===== config.mk =====
export PLATFORM = sky130hd
export DESIGN_NAME = button_debouncer
export DESIGN_NICKNAME = d
export VERILOG_FILES = /design/src/rtl/button_debouncer.sv
export SDC_FILE = /design/constraint.sdc
export NUM_CORES = 1
export LEC_CHECK = 0
export CAP_MARGIN = 20
export CORE_ASPECT_RATIO = 0.75
export CORE_MARGIN = 10
export CORE_UTILIZATION = 30
export CTS_CLUSTER_SIZE = 40
export DETAILED_ROUTE_END_ITERATION = 8
export GPL_ROUTABILITY_DRIVEN = 0
export GPL_TIMING_DRIVEN = 0
export SYNTH_ARGS = -nofsm -noshare
export SYNTH_HDL_FRONTEND = slang
export SYNTH_SLANG_ARGS = --single-unit

===== constraint.sdc =====
create_clock -name clk -period 1.7 [get_ports clk]
set_input_delay 0.17 -clock clk [delete_from_list [all_inputs] [get_ports clk]]
set_output_delay 0.17 -clock clk [all_outputs]
set_load 0.1 [all_outputs]

===== src/rtl/button_debouncer.sv =====
// Push-button conditioner: two-flop synchronizer, tick-paced debounce FSM, and
// registered rise/fall pulses. Define BUTTON_DEBOUNCER_HOLD_EN to add the long-hold pulse.
module button_debouncer #(
    parameter int DB_TICKS   = 20,
    parameter int HOLD_TICKS = 1000,
    parameter int CNT_W      = 11
) (
    input  logic clk,
    input  logic reset,
    input  logic tick,
    input  logic btn_raw,
    output logic btn_level,
    output logic btn_rise,
    output logic btn_fall,
    output logic btn_hold
);

    typedef enum logic [1:0] {
        STABLE_LOW  = 2'd0,
        PEND_HIGH   = 2'd1,
        STABLE_HIGH = 2'd2,
        PEND_LOW    = 2'd3
    } state_t;

    localparam logic [CNT_W-1:0] DB_LAST = CNT_W'(DB_TICKS - 1);

    // Counters must be able to reach their terminal values without wrapping.
    if (DB_TICKS < 1 || HOLD_TICKS < 1 ||
        (2 ** CNT_W) <= DB_TICKS || (2 ** CNT_W) <= HOLD_TICKS) begin : g_bad_params
        $error("button_debouncer: illegal DB_TICKS/HOLD_TICKS/CNT_W combination");
    end

    logic             s1_q, s2_q;
    state_t           state_q, state_d;
    logic [CNT_W-1:0] db_cnt_q, db_cnt_d;
    logic             rise_q, rise_d;
    logic             fall_q, fall_d;

    always_ff @(posedge clk) begin
        if (reset) begin
            s1_q <= 1'b0;
            s2_q <= 1'b0;
        end else begin
            s1_q <= btn_raw;
            s2_q <= s1_q;
        end
    end

    always_ff @(posedge clk) begin
        if (reset) begin
            state_q  <= STABLE_LOW;
            db_cnt_q <= '0;
            rise_q   <= 1'b0;
            fall_q   <= 1'b0;
        end else begin
            state_q  <= state_d;
            db_cnt_q <= db_cnt_d;
            rise_q   <= rise_d;
            fall_q   <= fall_d;
        end
    end

    // Any sample agreeing with the current level abandons the pending flip.
    always_comb begin
        state_d  = state_q;
        db_cnt_d = db_cnt_q;
        rise_d   = 1'b0;
        fall_d   = 1'b0;
        unique case (state_q)
            STABLE_LOW: begin
                if (s2_q) begin
                    state_d  = PEND_HIGH;
                    db_cnt_d = '0;
                end
            end
            PEND_HIGH: begin
                if (!s2_q) begin
                    state_d  = STABLE_LOW;
                    db_cnt_d = '0;
                end else if (tick) begin
                    if (db_cnt_q == DB_LAST) begin
                        state_d  = STABLE_HIGH;
                        db_cnt_d = '0;
                        rise_d   = 1'b1;
                    end else begin
                        db_cnt_d = db_cnt_q + CNT_W'(1);
                    end
                end
            end
            STABLE_HIGH: begin
                if (!s2_q) begin
                    state_d  = PEND_LOW;
                    db_cnt_d = '0;
                end
            end
            PEND_LOW: begin
                if (s2_q) begin
                    state_d  = STABLE_HIGH;
                    db_cnt_d = '0;
                end else if (tick) begin
                    if (db_cnt_q == DB_LAST) begin
                        state_d  = STABLE_LOW;
                        db_cnt_d = '0;
                        fall_d   = 1'b1;
                    end else begin
                        db_cnt_d = db_cnt_q + CNT_W'(1);
                    end
                end
            end
            default: begin
                state_d  = STABLE_LOW;
                db_cnt_d = '0;
            end
        endcase
    end

    assign btn_level = (state_q == STABLE_HIGH) || (state_q == PEND_LOW);
    assign btn_rise  = rise_q;
    assign btn_fall  = fall_q;

`ifdef BUTTON_DEBOUNCER_HOLD_EN
    localparam logic [CNT_W-1:0] HOLD_LAST = CNT_W'(HOLD_TICKS - 1);
    localparam logic [CNT_W-1:0] HOLD_SAT  = CNT_W'(HOLD_TICKS);

    logic [CNT_W-1:0] hold_cnt_q, hold_cnt_d;
    logic             hold_q, hold_d;

    // Held at zero outside STABLE_HIGH, so every entry restarts the count;
    // parking at HOLD_TICKS makes the pulse fire once per stay.
    always_comb begin
        hold_cnt_d = hold_cnt_q;
        hold_d     = 1'b0;
        if (state_q != STABLE_HIGH) begin
            hold_cnt_d = '0;
        end else if (tick && hold_cnt_q == HOLD_LAST) begin
            hold_d     = 1'b1;
            hold_cnt_d = HOLD_SAT;
        end else if (tick && hold_cnt_q < HOLD_LAST) begin
            hold_cnt_d = hold_cnt_q + CNT_W'(1);
        end
    end

    always_ff @(posedge clk) begin
        if (reset) begin
            hold_cnt_q <= '0;
            hold_q     <= 1'b0;
        end else begin
            hold_cnt_q <= hold_cnt_d;
            hold_q     <= hold_d;
        end
    end

    assign btn_hold = hold_q;
`else
    assign btn_hold = 1'b0;
`endif

endmodule


Yosys cells after proc, flatten, opt, wreduce, memory -nomap -nowiden
Index checks and enable logic that the tools add are counted.
{ "word_totals": {"register_bits": 17} }
{ "op_classes": {"n_addsub": 1, "n_eq_ne": 10, "n_mux": 18, "bitwise": 3, "n_reduce_logical": 6} }
{ "op_table": {"columns": ["cell", "n"], "rows": [
  ["two-way mux 11 bit", 6],
  ["one-hot mux 11 bit (4 select lines)", 1],
  ["two-way mux 2 bit", 8],
  ["inequality test 3 bit, second input constant", 4],
  ["adder 11 x 1 -> 11 bit, second input constant", 1],
  ["== test 11 x 5 -> 1 bit, second input constant", 1],
  ["one-hot mux 2 bit (4 select lines)", 1],
  ["AND reduction 6 bit", 1],
  ["OR reduction 3 bit", 2],
  ["== test 2 bit, second input constant", 2],
  ["inequality test 2 bit, second input constant", 2],
  ["NOT 1 bit", 3],
  ["== test 2 x 1 -> 1 bit, second input constant", 1],
  ["logical NOT 2 bit", 1],
  ["two-way mux 1 bit", 2],
  ["AND reduction 2 bit", 1],
  ["logical OR 1 bit", 1]
]} }

Depth between registers and ports, before layout
{ "depth": {"depth_word": 5, "ltp_mapped": 5} }

Worst setup path after synthesis
OpenSTA, ideal clock, no wires.
{ "synth_timing": {"path_kind": "register to output", "from": "register with a tool-made name", "to": "output btn_level", "t_arrival_ps": 1270, "path_slack_ps": 260, "path_stages_with_launch": 2, "path_cell_list": "dfxtp_1 > dlygate4sd1_1"} }
{ "synth_lines": {"columns": ["item", "line", "rtl"], "rows": [
  ["end, declared", "12", "output logic btn_level,"]
]} }

Final worst setup path
{ "layout_timing": {"from": "register db_cnt_q[0]", "to": "register db_cnt_q[9]"} }
{ "layout_via": {"elab_chain_len": 5, "word_cells_on_any_way": 7} }
{ "layout_lines": {"columns": ["item", "line", "rtl"], "rows": [
  ["start, declared", "35", "logic [CNT_W-1:0] db_cnt_q, db_cnt_d;"],
  ["start signal, assigned", "57", "db_cnt_q <= db_cnt_d;"],
  ["adder 11 x 1 -> 11 bit / == test 11 x 5 -> 1 bit (equally long branches)", null, null],
  ["two-way mux 11 bit *", "81, 101", null],
  ["two-way mux 11 bit *", "100", "end else if (tick) begin"],
  ["two-way mux 11 bit, on equally long branches", "97, 77", null],
  ["one-hot mux 11 bit (4 select lines) *", "69", "unique case (state_q)"]
]} }
Every way passes the cells marked *; elsewhere a longest branch is shown, timed or not.
A chain may end at the register's enable or synchronous reset.

==> run_results.csv <==
group,metric,value,unit
outcome,status,"complete, no violations",
route,highest_layer,"met4",
timing,slew-limit-headroom,0.365,
cts,clk_latency,0.25,ns
synthesis,synthFlopType,"dfxtp_1",
synthesis,synth_seq_cells,17,
synthesis,netlist.area_leader.share,0.375,
synthesis,synth_area,907,um^2
worst_setup_path,worst-path-buf-inv,0,
grt,grt_pass1_wl,3.42,mm
route,met1_length,1.01,mm
min_path,min_from,"tick",
synthesis,synth_area_leaders,"dfxtp_1, nand4_1, nand2_1",
timing,drv_slew,0,
final_layout,antenna_cells,0,
floorplanning,fp.dieW,83.5,um
grt,grt_start_max_net_pins,11,
route,drtAntennaViolNets,0,
timing,setup_tns,0,ns
cts,hold_buffers,0,
synthesis,ys_async_sr_fraction,0,
floorplanning,core.rowCount,17,
power,ir_worst_vdd,0.000261,V
synthesis,ys_types,34,
min_path,hold_depth,3,
synthesis,synth_cells,103,
worst_setup_path,path_cells,"ha_1 -> and3b_1 -> nand3_2 -> nand4_1 -> o311ai_2",
final_layout,nNetsFinal,118,
power,powerDensity,719,nW/um^2
final_layout,drive_above_1_share,0.161,
route,drc,0,
synthesis,syn_nets,108,
final_layout,design_area,1040,um^2
timing,tightest_slew,0.957,ns
final_layout,postLayoutCoreUtil,0.358,
placed_design,placed_cells,146,
timing,rsz0062_at_grt,"false",
timing,fin_ws,0.0905,ns
route,wl_met3,74,um
route,drt_iter0_markers,75,
worst_setup_path,r2r-end,"db_cnt_q[9]",
route,wl_met2,881,um
power,leakagePower,0.000369,uW
floorplanning,core,2910,um^2
cts,cts_sinks,17,
cts,cts_made_buffers,3,
timing,skew,0.00135,ns
timing,final-hold-violation-count,0,
placed_design,pre_cts_slack,-0.284,ns
grt,track_usage,0.0744,
worst_setup_path,crit_path_end_kind,"flip-flop",
worst_setup_path,path_max_fanout,10,
timing,post-route-period-util,0.947,
grt,grt_remaining_overflow,0,
cts,cts_tree,"done",
synthesis,yosysWarnings,0,
timing,period_needed,1.61,ns
synthesis,yosys.area.top_type,"dfxtp_1",
cts,cts_setup_buffers,0,
cts,clockBufferDepth,2,
floorplanning,die-height,67.6,um
worst_setup_path,worst_path_max_delay_cell,"dfxtp_1",
placed_design,detailed_place.area,1000,um^2
route,route.detailed.wl_per_inst,13.2,um
worst_setup_path,r2r_cells,5,
grt,grt_pass1_vias,718,
worst_setup_path,cp_data_required_time,1.83,ns
cts,clkTransAtPathRegs,0.07,ns
run,drv_cap,0,
timing,finalSetupViolCount,0,
worst_setup_path,critPathArrivalTime,1.74,ns
min_path,hold_path_end,"db_cnt_q[1]",
cts,ctsResizeCount,5,
grt,antenna_found_initial,0,
min_path,hold_path_class,"primary input to flip-flop",
final_layout,syn2layout_area_growth,14.9,%
floorplanning,io_pins,8,
route,via_per_inst,5.07,
worst_setup_path,rrSetupSlack,0.09,ns
cts,h-tree-depth,1,
cts,root_buffer,"clkbuf_8",
floorplanning,dieArea,5650,um^2
worst_setup_path,critPathKind,"flip-flop to flip-flop",
route,routed-via-count,761,
synthesis,ys_seq_area_frac,0.375,
final_layout,stdcell_count,150,
worst_setup_path,timing.rr.start,"db_cnt_q[0]",
floorplanning,initial_core_util,0.311,
synthesis,synth_edf_count,0,
route,drt-total-wl,1.98,mm
worst_setup_path,startpoint_type,"flip-flop",
placed_design,port_buffers,5,
route,firstDrtPassIters,4,
placed_design,dp_hpwl,1.42,mm
synthesis,avgSynthCellArea,8.81,um^2
worst_setup_path,critPathMaxStageDelay,0.37,ns
worst_setup_path,cp_top_family,"simple AND/OR/NAND/NOR gates",
timing,fmax,0.621,GHz
-- report_power, final --
| group | switching [uW] | internal (uW) |
|---|---|---|
| clock | 139 | 166 |
| sequential | 2.86 | 401 |
| combinational | 28.2 | 11.9 |
| total | 170 | 579 |
-- worst max-delay path by stage --
stage                 from     endpoint  cells after the start  slack, ns
5_1_grt        db_cnt_q[0]  db_cnt_q[9]                      5       0.01
2_1_floorplan    flip-flop    btn_level                      1       0.26
6_report       db_cnt_q[0]  db_cnt_q[9]                      5       0.09
3_3_place_gp     flip-flop    btn_level                      2      -0.26
3_5_place_dp     flip-flop    btn_level                      2      -0.28
4_1_cts          flip-flop    btn_level                      2      0.008
-- cells by family (layout without fill, tap and decap cells) --
group,after synthesis,after routing,synth area share
mux,1,1,0.0110
compound gates,20,20,0.159
simple gates,51,51,0.350
buf+inv,9,18,0.0497
flops,17,17,0.375
xor+xnor,3,3,0.0372
fa+ha+maj,1,1,0.0138
other cells,1,1,0.00413
-- state kept, by name, summed over array words and instances (netlist names), named ones only --
signal,count
db_cnt_q,11
btn_fall,1
btn_rise,1
state_q,1
s2_q,1
s1_q,1
-- placed cells by master (no fill, tap or decap), types with 3 or more instances in the layout --
| cell type | count |
|---|---|
| dfxtp_1 | 17 |
| nand2_1 | 13 |
| nand4_1 | 8 |
| o21ai_0 | 8 |
| nor3_1 | 7 |
| nand3_1 | 5 |
| inv_1 | 5 |
| nor2_1 | 4 |
| buf_2 | 3 |
| o211ai_1 | 3 |
| clkbuf_8 | 3 |
-- cell type report --
cell class / instances / area (um^2)
plain buffers: 4 / 26.3
clock buffers: 4 / 45.0
fillers: 305 / 1870
inverters: 5 / 18.8
multi-input cells: 77 / 522
flip-flops and latches: 17 / 340
well taps: 38 / 47.5
repair buffers: 5 / 42.5
-- Yosys cell counts, types with 2 or more instances --
library cell,instances
nand3_1,5
nor3_1,7
dfxtp_1,17
nand2_1,13
xor2_1,2
o21ai_0,8
inv_1,5
buf_2,2
o311ai_2,2
nor4b_2,2
o21a_1,2
nor4_1,2
nor2_1,4
o211ai_1,3
nand4_1,8
a21oi_1,2
nor2b_1,2
-- stage by stage --
step	hold slack, ns	power, uW
final	0.292	750
after global placement	0.418	452
after floorplan	0.242	441
after detailed placement	0.429	453
after global routing	0.320	783
after CTS	0.284	758
-- worst min-delay path, delay by kind of cell --
family                 cells  cell delay [ns]
buffers and inverters      1             0.15
and+or+nand+nor            1             0.10
AOI/OAI and AO/OA          1             0.08
-- per-layer routing --
metal	global-route usage	vias to the layer above
li1	-	396
met1	0.0886	348
met2	0.125	15
met3	0.0216	2
met4	0.0313	0
met5	0	-
(Power assumes the default switching activity.)
==> patch 1, RTL diff (config.mk and constraints unchanged) <==
Build with the macro `BUTTON_DEBOUNCER_HOLD_EN` defined.
--- a/src/rtl/button_debouncer.sv
+++ b/src/rtl/button_debouncer.sv
@@ -1,4 +1,6 @@
 // Push-button conditioner: two-flop synchronizer, tick-paced debounce FSM, and
 // registered rise/fall pulses. Define BUTTON_DEBOUNCER_HOLD_EN to add the long-hold pulse.
+`define BUTTON_DEBOUNCER_HOLD_EN
+
 module button_debouncer #(
     parameter int DB_TICKS   = 20,
Check against the original RTL: same outputs for any inputs over 10 cycles, from zero or initial values and one cycle with reset high; that may be too few to reach the edited logic, so the function may still have changed.
==> patch 1 against the original RTL <==
- cell area rose by 71%
- final cell count rose by 59%
- sequential share of layout area increased by 0.070 points
- first-iteration DRC count rose by 13%
- largest power group unchanged
- area after synthesis is 60% higher
- via count up 64%
- non-clock buffer count rose by 13
- total power is 86% higher
- worst setup slack worse by 0.0071 ns
- routed wire length grew 60%
- clock power is 100% higher
- register-to-register slack improved by 0.05 ns
- critical endpoint is now btn_hold
- sequential cell count is 12 higher
- sequential power up 73%
==> patch 1: results (changes against the original RTL) <==
status: "finished clean"
cp.arrival_ns: 1.45  # -0.29 ns
synth_compound_area_share_pct: 16.9  # +1.0 points
r2r_start: "db_cnt_q[1]$_SDFFE_PP0P_"
crit_start: "btn_hold$_SDFF_PP0_"
r2r_cells: 6  # +1
syn_inst: 161  # +56%
hpwl_um: 2180  # +54%
nFillCells: 461  # +51%
holdPathStages: 1  # -2
synthAdderAreaFrac_pct: 1.72  # +0.34 points
worst_clock_skew_ns: 0.00627  # +0.00492 ns
drive_above_1_share_pct: 17.0  # +0.96 points
num_vias: 1249  # +64%
grt_pass1_vias: 1062  # +48%
synth.net_count: 167  # +55%
critPathCapture: "btn_hold"
worstPathMaxFanout: 1  # -9
clock_latency_ns: 0.28  # +0.03 ns
leakage_uw: 0.000608  # +65%
ctsHtreeMaxLevel: 2  # +1
grt_usage_pct: 8.07  # +0.62 points
ir_worst_vdd_mv: 0.373  # +43%
vias_per_cell: 5.23  # +3.0%
dr.first_iter.drc_count: 85  # +13%
muxShareOfSynthArea_pct: 1.38  # +0.28 points
==> patch 1: cell types whose count changed in the layout (fill, tap and decap cells not counted), sizes merged, moves of 4 or more <==
cell | before | now
o21ai | 8 | 1
nand2 | 14 | 10
nor2 | 5 | 12
clkbuf | 4 | 11
dfxtp | 17 | 29
xor2 | 2 | 6
buf | 4 | 12
and4 | 0 | 4
nand2b | 0 | 6
a31oi | 0 | 12
==> patch 1: area by class of cell <==
cell class | instances | area (µm²) | share of cell area [%]
plain buffers | 9 | 53.8 | 3.03
multi-input cells | 119 | 848 | 47.7
well taps | 57 | 71.3 | 4.01
inverters | 4 | 15.0 | 0.844
repair buffers | 13 | 106 | 5.98
flip-flops and latches | 29 | 582 | 32.7
clock buffers | 7 | 96.3 | 5.42
clock inverters | 1 | 5.00 | 0.281
==> patch 1: per-stage QoR <==
stage | setup slack (ns) | instance area [µm²] | hold WS, ns | utilization (%) | total power, µW
detailed placement | -0.181 | 1590 | 0.430 | 34.8 | 776
global placement | -0.222 | 1590 | 0.419 | 34.8 | 776
finish | 0.0834 | 1780 | 0.439 | 38.9 | 1390
floorplan | 0.170 | 1450 | 0.298 | - | 756
CTS | 0.00139 | 1710 | 0.444 | 37.4 | 1400
global route | -0.00594 | 1780 | 0.468 | 38.9 | 1450
==> patch 1: routing by layer <==
layer	up-vias	global-route usage, %	share of wire (%)
met2	18	9.62	41
met4	0	4.23	1.5
met1	578	11.3	52
li1	651	-	-
met5	-	0	0
met3	2	3.76	5.6
==> patch 1: power breakdown <==
| part | total [µW] | leakage [µW] | switching [µW] | internal, µW |
|---|---|---|---|---|
| sequential | 700 | 0.000235 | 11.0 | 689 |
| clock | 620 | 0.0000542 | 255 | 365 |
| combinational | 71.7 | 0.000319 | 41.0 | 30.7 |
| total | 1390 | 0.000608 | 307 | 1080 |
==> patch 2, RTL diff (same flow settings) <==
Without the edit above. Re-encode `state_t` (4 states) as Gray code, 2 bits wide.
--- a/src/rtl/button_debouncer.sv
+++ b/src/rtl/button_debouncer.sv
@@ -17,8 +17,8 @@
 
     typedef enum logic [1:0] {
-        STABLE_LOW  = 2'd0,
-        PEND_HIGH   = 2'd1,
-        STABLE_HIGH = 2'd2,
-        PEND_LOW    = 2'd3
+        STABLE_LOW  = 2'b00,
+        PEND_HIGH   = 2'b01,
+        STABLE_HIGH = 2'b11,
+        PEND_LOW    = 2'b10
     } state_t;
 
Formal check against the unedited RTL: no difference found for any inputs over 10 cycles, from zero or initial values and one cycle with reset high; not proved beyond that.
==> patch 2 against the original RTL <==
- the flow now finishes with violations (negative setup slack)
- first-iteration DRC count is 49% lower
- routed wire length up 31%
- final cell count is 9.3% higher
- sequential cell count unchanged
- worst setup slack worse by 0.099 ns
- highest routed layer unchanged
- area after synthesis increased by 10%
- non-clock buffer count increased by 8
- cell area increased by 29%
Power is not compared: it rests on default switching activity, and its combinational part moved more than twofold at a synthesized area within 25%.
==> patch 2: results (changes against the original RTL) <==
status: "finished, violations left"
violations: "negative setup slack"
postPlaceCellArea_mm2: 0.00110  # +9.6%
holdCritStartpoint: "reset"
tns_ns: -0.0187  # -0.0187 ns
synth.net_count: 118  # +9.3%
worstPathMaxFanout: 4  # -6
slowest_stage: "or4_1"
synthAdderAreaFrac_pct: 6.27  # +4.9 points
n_antenna_cell: 0  # unchanged
critPathCapture: "state_q[1]$_SDFFE_PP0P_"
dr.first_iter.drc_count: 38  # -49%
p_int_uw: 722
grt_max_degree: 11  # unchanged
leakage_uw: 0.000469
nFillCells: 338  # +11%
synth_compound_area_share_pct: 12.5  # -3.3 points
grt_usage_pct: 8.18  # +0.74 points
finalSetupViolCount: 3  # +3
num_vias: 880  # +16%
grt_pass1_wl_um: 4150  # +21%
drive_above_1_share_pct: 39.5  # +23 points
yosys.cell_types.count: 37  # +8.8%
vias_per_cell: 5.37  # +5.8%
synth_common_cells: "17 x dfxtp_1, 11 x nor3_1, 7 x or4_1"
r2r_cells: 5  # unchanged
finalNetCount: 134  # +14%
ys_seq_area_share_pct: 34.1  # -3.4 points
hpwl_um: 1620  # +14%
yosys.area_share.xor_xnor_pct: 4.39  # +0.66 points
holdPathStages: 2  # -1
maxSlewHeadroom_pct: 36.5  # about the same
holdWs_ns: 0.294  # +0.00220 ns
clkTransAtPathRegs_ns: 0.07  # about the same
hold_class: "in2reg"
muxShareOfSynthArea_pct: 6.52  # +5.4 points
critPathMaxStageDelay_ns: 0.50  # +0.13 ns
place_inst: 154  # +5.5%
grt_pass1_vias: 858  # +19%
routed_wl_um: 2590  # +31%
yosys-top-cells-area: "dfxtp_1 34%, ha_1 6.3%, nor3_1 5.5%"
fin_crit_sh_pct: 101  # +5.8 points
avgSynthCellArea_um2: 9.16  # +4.0%
hold_end: "s1_q$_SDFF_PP0_"
pre_cts_ws_ns: -0.407  # -0.123 ns
clock_latency_ns: 0.25  # about the same
r2r_start: "db_cnt_q[0]$_SDFFE_PP0P_"
cts_setup_buffers: 2  # +2
worst_clock_skew_ns: 0.00190  # +0.000548 ns
cts_resized: 21  # +16
setup_slack_ns: -0.00887  # -0.0993 ns
-- patch 2: per-layer routing --
| metal | part of all wire [%] | track usage [%] | up-vias |
|---|---|---|---|
| li1 | - | - | 435 |
| met1 | 47 | 11.4 | 421 |
| met2 | 45 | 11.0 | 20 |
| met3 | 7.0 | 3.48 | 4 |
| met4 | 0.85 | 2.15 | 0 |
| met5 | 0 | 0 | - |
-- patch 2: cell type report --
cell class              instances  area [µm²]  share of cell area [%]
well taps                      40        50.0                    3.72
repair buffers                 11         108                    8.01
flip-flops and latches         17         353                    26.3
clock buffers                   4        45.0                    3.35
multi-input cells              82         722                    53.7
inverters                       4        20.0                    1.49
plain buffers                   6        46.3                    3.45
-- patch 2: power groups by stage --
stage	Sequential [µW]	Combinational, µW	Clock, µW
floorplan	420	136	0
global placement	420	172	0
detailed placement	421	176	0
CTS	414	221	313
global route	418	331	328
finish	417	308	307
